**src/rtl/demux1x8_deser.sv**
```systemverilog
// demux1x8_deser: serial-to-parallel demultiplexer.
// Each valid input bit is written into one of eight slots chosen by a 3-bit
// slot counter. When the eighth bit arrives, the assembled byte is published
// on a registered output, together with a one-cycle valid pulse. A sync strobe
// realigns the counter to slot 0. All outputs come directly from flops.
module demux1x8_deser #(
  parameter int MSB_FIRST = 0
) (
  input  logic       clk,
  input  logic       rst_n,
  input  logic       sync,
  input  logic       din,
  input  logic       din_valid,
  output logic [7:0] dataout,
  output logic       dataout_valid,
  output logic [2:0] slot
);

  // Maps a slot number to a bit position in the byte (bit order per MSB_FIRST).
  function automatic logic [2:0] slot_to_idx(input logic [2:0] s);
    if (MSB_FIRST != 0) begin
      return 3'd7 - s;
    end else begin
      return s;
    end
  endfunction

  logic [2:0] slot_r;
  logic [7:0] shadow_r;
  logic [7:0] dataout_r;
  logic       dataout_valid_r;

  logic [2:0] eff_slot_s;
  logic [2:0] idx_s;
  logic [7:0] merged_s;
  logic       complete_s;

  // Slot the current bit lands in (sync restarts the frame), plus the shadow
  // byte with that bit merged in, and detection of byte completion.
  always_comb begin
    eff_slot_s = slot_r;
    merged_s   = shadow_r;
    if (sync) begin
      eff_slot_s = 3'd0;
    end else begin
      eff_slot_s = slot_r;
    end
    idx_s            = slot_to_idx(eff_slot_s);
    merged_s[idx_s]  = din;
    complete_s       = din_valid & ~sync & (slot_r == 3'd7);
  end

  // Slot counter, shadow capture and publication of completed bytes.
  always_ff @(posedge clk) begin
    if (!rst_n) begin
      slot_r          <= 3'd0;
      shadow_r        <= 8'h00;
      dataout_r       <= 8'h00;
      dataout_valid_r <= 1'b0;
    end else begin
      dataout_valid_r <= 1'b0;
      if (din_valid) begin
        shadow_r <= merged_s;
        slot_r   <= eff_slot_s + 3'd1;
        if (complete_s) begin
          dataout_r       <= merged_s;
          dataout_valid_r <= 1'b1;
        end
      end else if (sync) begin
        slot_r <= 3'd0;
      end
    end
  end

  assign dataout       = dataout_r;
  assign dataout_valid = dataout_valid_r;
  assign slot          = slot_r;

endmodule

```
**config.mk**
```make
export PLATFORM = sky130hd
export DESIGN_NAME = demux1x8_deser
export DESIGN_NICKNAME = d
export VERILOG_FILES = /design/src/rtl/demux1x8_deser.sv
export SDC_FILE = /design/constraint.sdc
export NUM_CORES = 1
export LEC_CHECK = 0
export CAP_MARGIN = 10
export CORE_MARGIN = 3
export CORE_UTILIZATION = 41
export CTS_CLUSTER_SIZE = 10
export DETAILED_ROUTE_END_ITERATION = 8
export GPL_TIMING_DRIVEN = 0
export PLACE_DENSITY = 0.69
export REMOVE_ABC_BUFFERS = 1
export SLEW_MARGIN = 15
export SYNTH_ARGS = -nofsm -noshare
export SYNTH_HDL_FRONTEND = slang
export SYNTH_SLANG_ARGS = --single-unit
```
**constraint.sdc**
```tcl
create_clock -name clk -period 1.37 [get_ports clk]
set_input_delay 0.3425 -clock clk [delete_from_list [all_inputs] [get_ports clk]]
set_output_delay 0.3425 -clock clk [all_outputs]
set_load 0.01 [all_outputs]
```
==> run summary <==
The number of pins exceeding their max-slew limit in the final report is 0. The average detailed-routed wire length per instance came out at between 10 and 15 um. The floorplan step set the die height to 50.7 um. The aggregate routed wire length is approximately 1.8 mm. The first-pass GRT wire length is 2.91 mm. The worst pin sits at a relative slew slack of between 60% and 70%.

The final route contains between 700 and 800 vias. The final RePlAce weighted congestion came out at 0.748. The cell family contributing the most delay on the critical path is flip-flops. On the final layout, the worst clock skew is between 0.01 and 0.015 ns.

VDD sags by at most 663 uV. The clock transition time at the flip-flop clock pins of the worst setup and hold paths came out at 0.12 ns. The HPWL after detailed placement is between 1 and 1.5 mm.

The netlist area before placement is about 820 sq um. The number of cells produced by synthesis came out at about 100. The worst register-to-register path ends at shadow_r[6]$_SDFFE_PN0P_.

The internal power of the cells is between 600 and 700 uW. The floorplan has 15 rows. The post-route setup TNS came out at 0 ns.

The fraction of power consumed by the clock network is a little under a third. The count of TritonRoute iterations in the first routing pass is 4. The worst path uses between 90% and 100% of the clock period. The die covers ~2600 sq um. The max-capacitance violation count came out at 0. The global-route usage over all layers came out at between 10% and 20%. The slew at the pin closest to its max-slew limit came out at 0.474 ns. TritonCTS built the clock tree. The number of global-route vias before repair is 647. The count of non-filler cells in the finished layout came out at ~140.

The endpoint arrival time on the critical path is between 0.9 and 1 ns. The root buffer selected by CTS is clkbuf_4. At the end of the flow, the number of nets in the layout was 120. The reported net switching power is around 220 uW. Of all cell types, the one taking the most synthesized area is dfxtp_1.

The share of flip-flops with an asynchronous set or reset after synthesis came out at 0%. The switching portion of total power is approximately 24%. The final-report setup violation count came out at 0. On the worst path, the slowest cell contributes a delay of 0.39 ns. Setup repair after global routing left no endpoint under its margin. After floorplanning, the core was sized to cover approximately 1800 sq um. The cell depth of the worst hold path is 2. The cell area power density came out at about 900 nW/um^2. On the critical path, the stage with the largest delay is an instance of dfxtp_4. The H-tree depth is 1. Once routing completed, OpenROAD measured the worst setup slack at 0.0779 ns. Using the TritonRoute via totals, the vias-per-cell ratio works out to 5.37. The global-route congestion overflow total came out at 0. In this run, placement finished with an instance count of 130.

The number of enable flip-flop cells after synthesis came out at 0. The number of cells on the worst reg-to-reg path is 4. The worst register-to-register path begins at slot[1]$_SDFF_PN0_. The flow ran to the end, and the final reports show no timing, DRC or antenna violations.

The number of antenna diodes in the final layout is 0. The clock buffer count from CTS came out at 3. Cells fill between 50% and 60% of the core in the end. The worst-case clock buffer depth is 2.

The largest net degree at the start of global routing came out at 16. By area the synthesized netlist is led by dfxtp_1 46%, nand3_1 9.2%, a21oi_1 8.5%. STA puts the critical path data required time at approximately 1 ns.

The buffering stage count on the worst path with inverters included came out at 1. Of all nets on the critical path, the largest fanout is 6. The sequential group share of total power is approximately 60%. The clock network latency to the later pin of the worst-skew pair is 0.30 ns.

The clock sink count is 19. The min-delay analysis places its worst path in the category register to register. In the routed design, unresolved DRC markers number 0.

The top achievable clock speed came out at approximately 770 MHz. For hold timing, the worst endpoint is shadow_r[0]$_SDFFE_PN0P_. Yosys printed 0 warnings. Of the cells placed in the final design, the portion with a size suffix greater than 1 is between 10% and 20%. The number of antenna-violating nets in the routed design is 0. The setup path with the least slack is of type register to primary output. Traced cell by cell, the critical path runs through dlygate4sd2_1.

The initial antenna violation count is 0. The post-route minimum period came out at ~1.3 ns. For this block, the initial DRC count from the detailed router was 8. The die width came out at 50.7 um. STA classifies the critical path endpoint as a primary output. dfxtp_1 is the most common cell in the netlist. A synthesized cell averages approximately 8.4 sq um. Summed over its instances, the top area cell type makes up about 46% of the synthesized netlist area.

The worst hold path begins at shadow_r[0]$_SDFFE_PN0P_. The number of buffer cells added on primary ports came out at 16. In this run the static leakage power is 0.000411 uW. Summing the sequential cell areas from Yosys gives roughly 46% of the chip area. The most used flip-flop cell after synthesis is dfxtp_1. The area overhead of the layout relative to synthesis is 24.9%.

The count of endpoints failing hold in the final timing report is 0. The placed instances occupy a cell area of between 900 and 1000 sq um. The startpoint kind of the worst setup timing path is a register. The slack of the worst reg-to-reg path came out at between 0.15 and 0.2 ns. Combinational logic burns roughly 8% of the power. For this design the top-level I/O count stands at 17. The final cell area excluding filler cells came out at just over 1000 sq um. Ranked by instance count, the synthesized netlist is headed by 19 x dfxtp_1, 15 x nand3_1, 14 x a21oi_1.

The worst-case setup slack after placement is -0.456 ns. The synthesized flop and latch total came out at 19. The unique cell type count in the Yosys netlist came out at 25.

The starting density of the core is between 40 and 50%.
==> per-layer routing <==
metal	vias up	share of wire (%)	track usage, %
met5	-	0	0
met4	0	0.84	8.07
met3	2	6.0	2.97
met2	25	49	24.1
met1	348	44	19.7
li1	371	-	-
==> placed cells by master, fill, tap and decap left out, types with 2 or more instances in the layout <==
cell type        Yosys  final
nor2_1               4      4
nor2b_1              3      3
xor2_1               2      2
clkbuf_4             0      3
nand2b_1             3      3
nor3_1               2      2
nand3_1             15     15
clkdlybuf4s50_1      0      2
o21ai_0             11     11
a21oi_1             14     14
dfxtp_1             19     16
dlygate4sd2_1        0     12
nand2_1              4      4
o21ai_1              3      3
dfxtp_4              0      3
buf_4                3      5
==> cell families (layout without fill, tap and decap cells) <==
logic type      after synthesis  after routing  share of synthesized area (%)
buf+inv                      10             26                           7.48
compound gates               29             29                           18.0
xor+xnor                      3              3                           3.21
simple gates                 36             36                           23.7
mux                           1              1                           1.22
flops                        19             19                           46.4
==> area by class of cell <==
| type | instances | area, sq um |
|---|---|---|
| inverter | 1 | 3.75 |
| fill | 185 | 778 |
| clock inverter | 1 | 5.00 |
| clock buffer | 3 | 22.5 |
| timing repair buffer | 21 | 185 |
| multi-input combinational | 69 | 384 |
| tap | 25 | 31.3 |
| sequential | 19 | 392 |
==> power groups by stage <==
| stage | clock network (uW) | logic, uW | registers [uW] |
|---|---|---|---|
| after CTS | 289 | 68.6 | 564 |
| after detailed placement | 0 | 68.3 | 580 |
| after global routing | 320 | 80.8 | 565 |
| after global placement | 0 | 67.7 | 580 |
| after floorplan | 0 | 33.7 | 579 |
| final | 283 | 73.7 | 563 |
==> how the worst max path moves through the flow <==
stage | from | end | slack (ns) | depth (start not counted)
CTS | slot[1]$_SDFF_PN0_ | slot[1] | 0.02 | 1
finish | slot[2]$_SDFF_PN0_ | slot[2] | 0.08 | 1
floorplan | slot[0]$_SDFF_PN0_ | shadow_r[1]$_SDFFE_PN0P_ | 0.23 | 3
detailed placement | din_valid | shadow_r[1]$_SDFFE_PN0P_ | -0.46 | 4
global route | slot[0]$_SDFF_PN0_ | slot[0] | 0.02 | 1
global placement | din_valid | shadow_r[1]$_SDFFE_PN0P_ | -0.44 | 4
==> registers in the layout, indices dropped and copies added (netlist names) <==
name,count
slot,3
shadow_r,7
dataout,8
dataout_valid,1
==> through the flow <==
stage / total power [uW] / hold WS (ns)
2_1_floorplan: 613 / 0.438
3_3_place_gp: 648 / 0.452
3_5_place_dp: 648 / 0.454
4_1_cts: 922 / 0.472
5_1_grt: 966 / 0.489
6_report: 920 / 0.467
==> what timing repair did <==
action,in CTS,in global routing
hold buffers,0,0
endpoints found under the setup margin,26,14
buffers inserted,2,3
resized for setup,20,3
pin swaps,1,0
Note: power is estimated with default switching activity, not from simulation.
